<file path="src/rtl/shift_register_univ.sv">
// shift_register_univ: WIDTH-bit universal shift register with hold, shift right/left,
// parallel load, synchronous clear, a shift counter and a registered Done pulse.
// Optional rotate modes are compiled in when SHIFT_REGISTER_ROTATE_EN is defined;
// otherwise modes 100/101 act as hold and no rotate logic is built.
module shift_register_univ #(
  parameter int unsigned WIDTH = 8,
  parameter int unsigned CW    = $clog2(WIDTH + 1)
) (
  input  logic             Ck,
  input  logic             Reset,
  input  logic [2:0]       Mode,
  input  logic             SIR,
  input  logic             SIL,
  input  logic [WIDTH-1:0] D,
  output logic [WIDTH-1:0] Q,
  output logic             SOR,
  output logic             SOL,
  output logic [CW-1:0]    Count,
  output logic             Done
);

  localparam logic [2:0] ModeHold  = 3'b000;
  localparam logic [2:0] ModeShr   = 3'b001;
  localparam logic [2:0] ModeShl   = 3'b010;
  localparam logic [2:0] ModeLoad  = 3'b011;
  localparam logic [2:0] ModeRotR  = 3'b100;
  localparam logic [2:0] ModeRotL  = 3'b101;
  localparam logic [2:0] ModeClear = 3'b110;

  localparam logic [CW-1:0] CountLast = CW'(WIDTH - 1);

  logic [WIDTH-1:0] q_q, q_d;
  logic [CW-1:0]    count_q, count_d;
  logic             done_q, done_d;
  logic             cnt_inc;
  logic             cnt_clr;
  logic             cnt_wrap;

  // Decode the operation into the next register value and counter action.
  always_comb begin
    q_d     = q_q;
    cnt_inc = 1'b0;
    cnt_clr = 1'b0;
    case (Mode)
      ModeHold: ;
      ModeShr: begin
        q_d     = {SIR, q_q[WIDTH-1:1]};
        cnt_inc = 1'b1;
      end
      ModeShl: begin
        q_d     = {q_q[WIDTH-2:0], SIL};
        cnt_inc = 1'b1;
      end
      ModeLoad: begin
        q_d     = D;
        cnt_clr = 1'b1;
      end
`ifdef SHIFT_REGISTER_ROTATE_EN
      ModeRotR: begin
        q_d     = {q_q[0], q_q[WIDTH-1:1]};
        cnt_inc = 1'b1;
      end
      ModeRotL: begin
        q_d     = {q_q[WIDTH-2:0], q_q[WIDTH-1]};
        cnt_inc = 1'b1;
      end
`else
      ModeRotR, ModeRotL: ;
`endif
      ModeClear: begin
        q_d     = '0;
        cnt_clr = 1'b1;
      end
      default: ;  // 111 is reserved and holds
    endcase
  end

  // Counter wraps after WIDTH shifts; Done flags exactly that wrap.
  always_comb begin
    cnt_wrap = (count_q == CountLast);
    count_d  = count_q;
    done_d   = 1'b0;
    if (cnt_clr) begin
      count_d = '0;
    end else if (cnt_inc) begin
      count_d = cnt_wrap ? '0 : count_q + CW'(1);
      done_d  = cnt_wrap;
    end
  end

  // State registers with asynchronous active-low clear.
  always_ff @(posedge Ck or negedge Reset) begin
    if (!Reset) begin
      q_q     <= '0;
      count_q <= '0;
      done_q  <= 1'b0;
    end else begin
      q_q     <= q_d;
      count_q <= count_d;
      done_q  <= done_d;
    end
  end

  assign Q     = q_q;
  assign SOR   = q_q[0];
  assign SOL   = q_q[WIDTH-1];
  assign Count = count_q;
  assign Done  = done_q;

endmodule
</file>
<file path="config.mk">
export PLATFORM = sky130hd
export DESIGN_NAME = shift_register_univ
export DESIGN_NICKNAME = d
export VERILOG_FILES = /design/src/rtl/shift_register_univ.sv
export SDC_FILE = /design/constraint.sdc
export NUM_CORES = 1
export LEC_CHECK = 0
export ABC_AREA = 0
export ABC_CLOCK_PERIOD_IN_PS = 1900
export CAP_MARGIN = 25
export CORE_ASPECT_RATIO = 1.2
export CORE_MARGIN = 8
export CORE_UTILIZATION = 39
export DETAILED_ROUTE_END_ITERATION = 12
export GPL_TIMING_DRIVEN = 0
export PLACE_DENSITY = 0.81
export SLEW_MARGIN = 30
export SYNTH_ARGS = -nofsm -noshare
export SYNTH_HDL_FRONTEND = slang
export SYNTH_SLANG_ARGS = --single-unit
</file>
<file path="constraint.sdc">
create_clock -name Ck -period 1.9 [get_ports Ck]
set_clock_uncertainty 0.1 [all_clocks]
set_input_delay 0.38 -clock Ck [delete_from_list [all_inputs] [get_ports Ck]]
set_output_delay 0.38 -clock Ck [all_outputs]
set_load 0.02 [all_outputs]
</file>
==> qor.txt, run 1 <==
========================================================================================================
Vias per inst .............................................................................         5.59
Final total negative setup slack ..........................................................         0 ns
Max-Slew Margin vs Limit ..................................................................        61.4%
Leading cell types by count after synthesis ............................................... sky130_fd_sc_hd__dfrtp_1, sky130_fd_sc_hd__o2bb2ai_1, sky130_fd_sc_hd__a22oi_1, sky130_fd_sc_hd__mux2_2, sky130_fd_sc_hd__buf_4
Data required time at the worst endpoint ..................................................      1.42 ns
Flops & latches, synth ....................................................................           13
Core region area ..........................................................................  0.00185 mm2
Fraction of the mapped netlist area in simple logic gates .................................        9.70%
Clock tree buffer depth ...................................................................            2
VDD IR-drop max ...........................................................................     0.427 mV
Final hold viol count .....................................................................            0
Leakage ...................................................................................     0.504 nW
Class of the worst hold path .............................................................. input pin to async pin
Top-level port count ......................................................................           30
Top Metal Used ............................................................................         met4
Area share of xor/xnor cells in the synthesized design ....................................        1.15%
Met2 WL post-DR ...........................................................................       962 um
Clock latency on the worst-skew pair ......................................................      0.28 ns
Register area share after synthesis .......................................................        42.8%
Leading cell types by total area after synthesis .......................................... sky130_fd_sc_hd__dfrtp_1, sky130_fd_sc_hd__mux2_2, sky130_fd_sc_hd__o2bb2ai_1
Number of nets in the layout ..............................................................          117
Pwr per Cell Area .........................................................................   788 mW/mm2
Mean instance size in the synthesized netlist .............................................     11.4 um2
HPWL after DPL ............................................................................      1520 um
Inserted Diodes ...........................................................................            0
RePlAce Congestion ........................................................................        0.735
Part of the cycle the worst path needs ....................................................        97.5%
Main combinational cell family by area after synthesis .................................... compound AO/OA/AOI/OAI gates
Library cell with the highest instance count after synthesis .............................. sky130_fd_sc_hd__dfrtp_1
Highest clock rate ........................................................................    0.540 GHz
Maximum number of pins on one net before global-route repair ..............................           14
Layout overhead on the synthesized area ...................................................        45.9%
Int Pwr ...................................................................................     0.578 mW
1st-pass router iterations ................................................................            4
Post-DRT Antenna Nets .....................................................................            0
Startpoint type of the worst setup path ...................................................         flop
Cell area after synthesis .................................................................      761 um2
Data arrival time of the worst path .......................................................      1.37 ns
Die height ................................................................................      64.4 um
Starting utilization of the core area .....................................................        41.1%
Syn nets ..................................................................................           83
Minimum period implied by the final worst setup slack .....................................      1.85 ns
DRC violations left .......................................................................            0
Max Cap Viol ..............................................................................            0
Depth of the most critical reg-to-reg path ................................................            4
Capture point of the worst path ...........................................................         Q[0]
Die W .....................................................................................      56.3 um
Overall track demand over capacity in global routing ......................................        11.1%
Startpoint of the worst-slack reg-to-reg timing path ...................................... Count[0]$_DFFE_PN0P_
Setup repair after global routing missed its margin .......................................        false
Die footprint .............................................................................  0.00363 mm2
Clock tree from TritonCTS .................................................................        built
Critical Path Fanout Max ..................................................................            4
Post-Route WL .............................................................................      1980 um
I/O Buffers ...............................................................................           29
Clock sink count ..........................................................................           13
Sw Share ..................................................................................        33.9%
Antenna violations before repair ..........................................................            0
Most common flop cell mapped by yosys ..................................................... sky130_fd_sc_hd__dfrtp_1
Number of non-filler instances in the completed layout ....................................          119
Unique masters post-synth .................................................................           25
Multiplexer area fraction after synthesis .................................................        11.8%
Vias in the first global route ............................................................          678
Combinational power share .................................................................        37.9%
Run status ................................................................................ finished clean
Total of endpoints with negative setup slack in the final report ..........................            0
Reg2Reg Capture Point ..................................................................... Count[3]$_DFFE_PN0P_
Startpoint-to-endpoint class of the critical path ......................................... flop to output port
Number of max-slew violations in the final report .........................................            0
Post-Synth Adder-Cell Area ................................................................        1.64%
Number of vias in the routed layout .......................................................          665
Worst-case register-to-register setup slack ...............................................      0.42 ns
Relative contribution of the clock network to total power .................................        19.9%
Overflow after GRT ........................................................................            0
Met1 WL ...................................................................................       825 um
Critical path endpoint category ...........................................................  output port
Dominant cell type by area after synthesis ................................................ sky130_fd_sc_hd__dfrtp_1
Post-CTS clock slew at the launch and capture registers of the worst setup and hold paths .      0.09 ns
Number of placement rows ..................................................................           17
Async set-reset flop share out of synthesis ...............................................         100%
Root buffer selected by CTS ............................................................... sky130_fd_sc_hd__clkbuf_4
Detailed route wirelength on metal3 .......................................................       155 um
Fraction of the mapped netlist area in compound gates .....................................        25.0%
Share of post-route cells with drive strength above 1 .....................................        20.0%
Average wire length per cell after detail routing .........................................      16.6 um
Sw power ..................................................................................     0.296 mW
Top cell type's share of synthesized area .................................................        42.8%
Least-Margin Pin Slew .....................................................................     0.578 ns
Sequential power share ....................................................................        42.1%
Number of cells produced by synthesis .....................................................           67
Launching instance or port of the critical path ........................................... Q[0]$_DFFE_PN0P_
CTS H-tree lvls ...........................................................................            1
Cts bufs inserted .........................................................................            3
Cell count after placement ................................................................          115
Detailed router's first-iteration violation count .........................................           20
Number of warnings reported in the yosys synthesis log ....................................            0
Global-route wire length before repair ....................................................      3310 um
Number of flops mapped to enable cells by yosys ...........................................            0
========================================================================================================
## placed cells by master, fill, tap and decap left out, types with 3 or more instances in the layout
cell type	n
sky130_fd_sc_hd__a22oi_1	8
sky130_fd_sc_hd__buf_4	4
sky130_fd_sc_hd__clkbuf_4	3
sky130_fd_sc_hd__clkdlybuf4s50_1	26
sky130_fd_sc_hd__dfrtp_1	13
sky130_fd_sc_hd__dlymetal6s2s_1	3
sky130_fd_sc_hd__mux2_2	8
sky130_fd_sc_hd__o2bb2ai_1	9
## worst max-delay path, stage by stage, from the launching register on
cell and delay [ns]:
sky130_fd_sc_hd__dfrtp_1 0.39, sky130_fd_sc_hd__buf_4 0.12, sky130_fd_sc_hd__clkdlybuf4s50_1 0.59
## per-stage QoR
step / util [%] / worst slack (ns) / area, um2 / hold slack [ns] / power (mW)
floorplan: - / 0.471 / 761 / -0.0156 / 0.548
global placement: 58.1 / 0.000741 / 1070 / 0.419 / 0.706
CTS: 59.6 / 0.0156 / 1100 / 0.391 / 0.886
global route: 60.0 / 0.00413 / 1110 / 0.411 / 0.924
detailed placement: 58.1 / 0.00131 / 1070 / 0.433 / 0.712
finish: 60.0 / 0.0475 / 1110 / 0.362 / 0.875
## metal layers
layer / vias to the layer above / global-route usage (%)
met3: 4 / 3.95
met4: 0 / 5.42
met2: 21 / 18.6
met1: 318 / 12.1
met5: - / 0
li1: 322 / -
## power by group through the flow
stage | registers, mW | clock network [mW] | logic [mW]
after CTS | 0.369 | 0.177 | 0.339
after global placement | 0.373 | 0 | 0.332
after global routing | 0.378 | 0.191 | 0.355
final | 0.369 | 0.174 | 0.332
after floorplan | 0.418 | 0 | 0.130
after detailed placement | 0.375 | 0 | 0.338
## flip-flops by register name (all words and copies together), names as in the netlist
signal and flops:
Done 1, Count 4, Q 8
## layout make-up
| type | instances | area, um2 |
|---|---|---|
| plain buffers | 7 | 52.6 |
| clock buffers | 3 | 22.5 |
| clock inverters | 1 | 5.00 |
| fillers | 167 | 741 |
| inverters | 2 | 7.51 |
| multi-input cells | 45 | 375 |
| flip-flops and latches | 13 | 325 |
| well taps | 19 | 23.8 |
| repair buffers | 29 | 298 |
## cell families (layout without fill, tap and decap cells)
group / count (synthesis) / count (layout)
AOI/OAI and AO/OA: 24 / 24
buffers and inverters: 9 / 42
and+or+nand+nor: 11 / 11
muxes: 8 / 8
DFF: 13 / 13
xor gates and xnor gates: 1 / 1
adders and majority gates: 1 / 1
## how the worst min path moves through the flow
stage	start	end	slack [ns]	cells after the start
detailed placement	Count[3]$_DFFE_PN0P_	Count[3]$_DFFE_PN0P_	0.43	1
CTS	Reset	Q[6]$_DFFE_PN0P_	0.39	1
global placement	Q[2]$_DFFE_PN0P_	Q[2]$_DFFE_PN0P_	0.42	1
floorplan	Reset	Count[0]$_DFFE_PN0P_	-0.02	0
global route	Reset	Q[7]$_DFFE_PN0P_	0.41	1
finish	Reset	Q[6]$_DFFE_PN0P_	0.36	1
## timing repair
action	4_1_cts	5_1_grt
setup endpoints to repair	0	3
gates resized for setup	0	3
setup buffers	0	0
hold buffers	0	0
Note: power is estimated with default switching activity, not from simulation.
==> inputs of run 2 (changes only) <==
Settings changed: ABC_CLOCK_PERIOD_IN_PS 1900 to 1700, CORE_UTILIZATION 39 to 30, PLACE_DENSITY 0.81 to 0.69, SLEW_MARGIN 30 to 5.
Clock period 1.9 ns to 1.7 ns, I/O delays scaled along.
==> run 2 against run 1 <==
  * Clock power is 9.8% higher
  * Count of clock-buffer cells in the layout is 1 higher
  * Worst hold slack worse by 0.018 ns
  * Utilization is 16 points lower
  * Worst setup slack better by 0.020 ns
  * Design area is 0.79% lower
  * Cell count is 12% higher
==> qor.txt, run 2 (synthesized netlist as in run 1, its figures left out) <==
========================================================================================================
Number of vias in the routed layout .......................................................          658   -1.1%
Post-DP Area ..............................................................................  0.00109 mm2   +1.6%
Worst setup slack after placement .........................................................    -0.186 ns   -0.187 ns
Setup slack after layout ..................................................................    0.0680 ns   +0.0204 ns
Total power consumption of the routed design ..............................................     0.939 mW   +7.4%
Maximum single-stage delay on the critical path ...........................................      0.60 ns   about the same
Total of endpoints with negative setup slack in the final report ..........................            0   unchanged
Final total negative setup slack ..........................................................         0 ns   unchanged
Non-Filler Cell Area, Final ...............................................................  0.00110 mm2   -0.79%
Die height ................................................................................      71.2 um   +11%
Share of post-route cells with drive strength above 1 .....................................        19.0%   -1.0 points
Depth of the most critical reg-to-reg path ................................................            4   unchanged
Layout overhead on the synthesized area ...................................................        44.7%
Number of max-slew violations in the final report .........................................            0   unchanged
Multi-input combinational cell area .......................................................      375 um2   unchanged
RePlAce Congestion ........................................................................        0.763   +3.9%
Post-CTS clock slew at the launch and capture registers of the worst setup and hold paths .      0.08 ns   about the same
Max Cap Viol ..............................................................................            0   unchanged
DRC violations left .......................................................................            0   unchanged
Critical Path Fanout Max ..................................................................            1   -3
Maximum number of pins on one net before global-route repair ..............................           14   unchanged
Number of cells on the critical path ......................................................            1   -1
Top-level port count ......................................................................           30   unchanged
Max-Slew Margin vs Limit ..................................................................        59.3%   -2.0 points
Vias in the first global route ............................................................          647   -4.6%
Data arrival time of the worst path .......................................................      1.19 ns   -0.18 ns
Clock tree buffer depth ...................................................................            2   unchanged
Critical Path, Cell by Cell ............................................................... clkdlybuf4s50_1
Clock tree from TritonCTS .................................................................        built
Inserted Diodes ...........................................................................            0   unchanged
Register cell area after layout ...........................................................      325 um2   unchanged
Overflow after GRT ........................................................................            0   unchanged
Highest clock rate ........................................................................    0.613 GHz
Pwr per Cell Area .........................................................................   853 mW/mm2   +8.3%
Minimum period implied by the final worst setup slack .....................................      1.63 ns
Worst path buffer plus inverter count .....................................................            1   -1
Detailed route wirelength on metal3 .......................................................       257 um   +66%
Starting utilization of the core area .....................................................        30.7%   -10 points
Cts bufs inserted .........................................................................            3   unchanged
Die W .....................................................................................      62.0 um   +10%
Core region area ..........................................................................  0.00248 mm2   +34%
Leading cell types in the layout, fill and taps excluded .................................. sky130_fd_sc_hd__clkdlybuf4s50_1, sky130_fd_sc_hd__dlygate4sd2_1, sky130_fd_sc_hd__dfrtp_1
I/O Buffers ...............................................................................           29   unchanged
Run status ................................................................................ finished clean
Post-layout util ..........................................................................        44.4%   -16 points
Critical path endpoint category ...........................................................  output port
Overall track demand over capacity in global routing ......................................        8.62%   -2.5 points
Cell with the largest stage delay on the worst path ....................................... sky130_fd_sc_hd__clkdlybuf4s50_1
Die footprint .............................................................................  0.00441 mm2   +22%
Startpoint-to-endpoint class of the critical path ......................................... flop to output port
Startpoint type of the worst setup path ...................................................         flop
Antenna violations before repair ..........................................................            0   unchanged
Post-Route WL .............................................................................      1960 um   -1.0%
Number of nets in the layout ..............................................................          117   unchanged
Least-Margin Pin Slew .....................................................................     0.608 ns   +0.0302 ns
CP top delay family ....................................................................... buffers and inverters
Average wire length per cell after detail routing .........................................      14.7 um   -11%
Vias per inst .............................................................................         4.95   -11%
Setup repair after global routing missed its margin .......................................        false
VDD IR-drop max ...........................................................................     0.386 mV   -9.4%
Detailed router's first-iteration violation count .........................................           13   -35%
Leakage ...................................................................................     0.504 nW   +0.12%
Flip-flop count of the largest register, all copies and words added .......................            8   unchanged
Final hold viol count .....................................................................            0   unchanged
Met1 WL ...................................................................................       870 um   +5.5%
Clock sink count ..........................................................................           13   unchanged
1st-pass router iterations ................................................................            2   -2
HPWL after DPL ............................................................................      1490 um   -1.9%
Clock latency on the worst-skew pair ......................................................      0.27 ns   about the same
CTS H-tree lvls ...........................................................................            1   unchanged
Top Metal Used ............................................................................         met4
Class of the worst hold path .............................................................. input pin to async pin
Post-DRT Antenna Nets .....................................................................            0   unchanged
Data required time at the worst endpoint ..................................................      1.26 ns   -0.16 ns
Most common cell after layout, fill and taps aside ........................................ sky130_fd_sc_hd__clkdlybuf4s50_1
Part of the cycle the worst path needs ....................................................        96.0%
Number of placement rows ..................................................................           20   +3
Layout filler cell count ..................................................................          250   +50%
Met2 WL post-DR ...........................................................................       826 um   -14%
Root buffer selected by CTS ............................................................... sky130_fd_sc_hd__clkbuf_4
Global-route wire length before repair ....................................................      2970 um   -10%
========================================================================================================
run 2: worst paths after layout:
check                                     startpoint                   end  slack [ns]
worst max-delay path                  Done$_DFF_PN0_                  Done        0.07
worst min-delay path                           Reset      Q[3]$_DFFE_PN0P_        0.34
worst max register to register  Count[0]$_DFFE_PN0P_  Count[3]$_DFFE_PN0P_        0.27
worst min register to register      Q[6]$_DFFE_PN0P_      Q[6]$_DFFE_PN0P_        0.44
max in group asynchronous                      Reset        Done$_DFF_PN0_        0.76
min in group Ck                     Q[6]$_DFFE_PN0P_      Q[6]$_DFFE_PN0P_        0.44
run 2: cell type report:
cell class              count  area share (%)
flip-flops and latches     13            29.5
clock buffers               4            2.39
well taps                  33            3.75
repair buffers             29            24.8
plain buffers               7            4.77
inverters                   2           0.682
multi-input cells          45            34.1
run 2: metrics by stage:
| step | instances | hold WS (ns) |
|---|---|---|
| 3_3_place_gp | 129 | 0.426 |
| 3_5_place_dp | 129 | 0.431 |
| 6_report | 133 | 0.344 |
| 2_1_floorplan | 67 | -0.0556 |
| 5_1_grt | 133 | 0.396 |
| 4_1_cts | 133 | 0.369 |
run 2: per-layer routing:
metal	up-vias	track usage [%]
li1	325	-
met1	303	10.5
met2	28	13.1
met3	2	3.45
met4	0	3.05
met5	-	0
run 2: report_power, final:
part           leakage [nW]  internal (mW)  switching (mW)
sequential            0.171          0.356          0.0568
clock                0.0150         0.0908          0.0999
combinational         0.318          0.168           0.168
run 2: timing repair:
item / CTS / global route
resized for setup: 14 / 0
setup endpoints to repair: 14 / 0
buffers inserted: 0 / 0
hold buffers: 0 / 0
==> inputs of run 3 (changes only) <==
Settings changed: CAP_MARGIN 25 to 20.
==> results of run 3 <==
No change in the layout: final DEF, timing and power equal those of run 2.
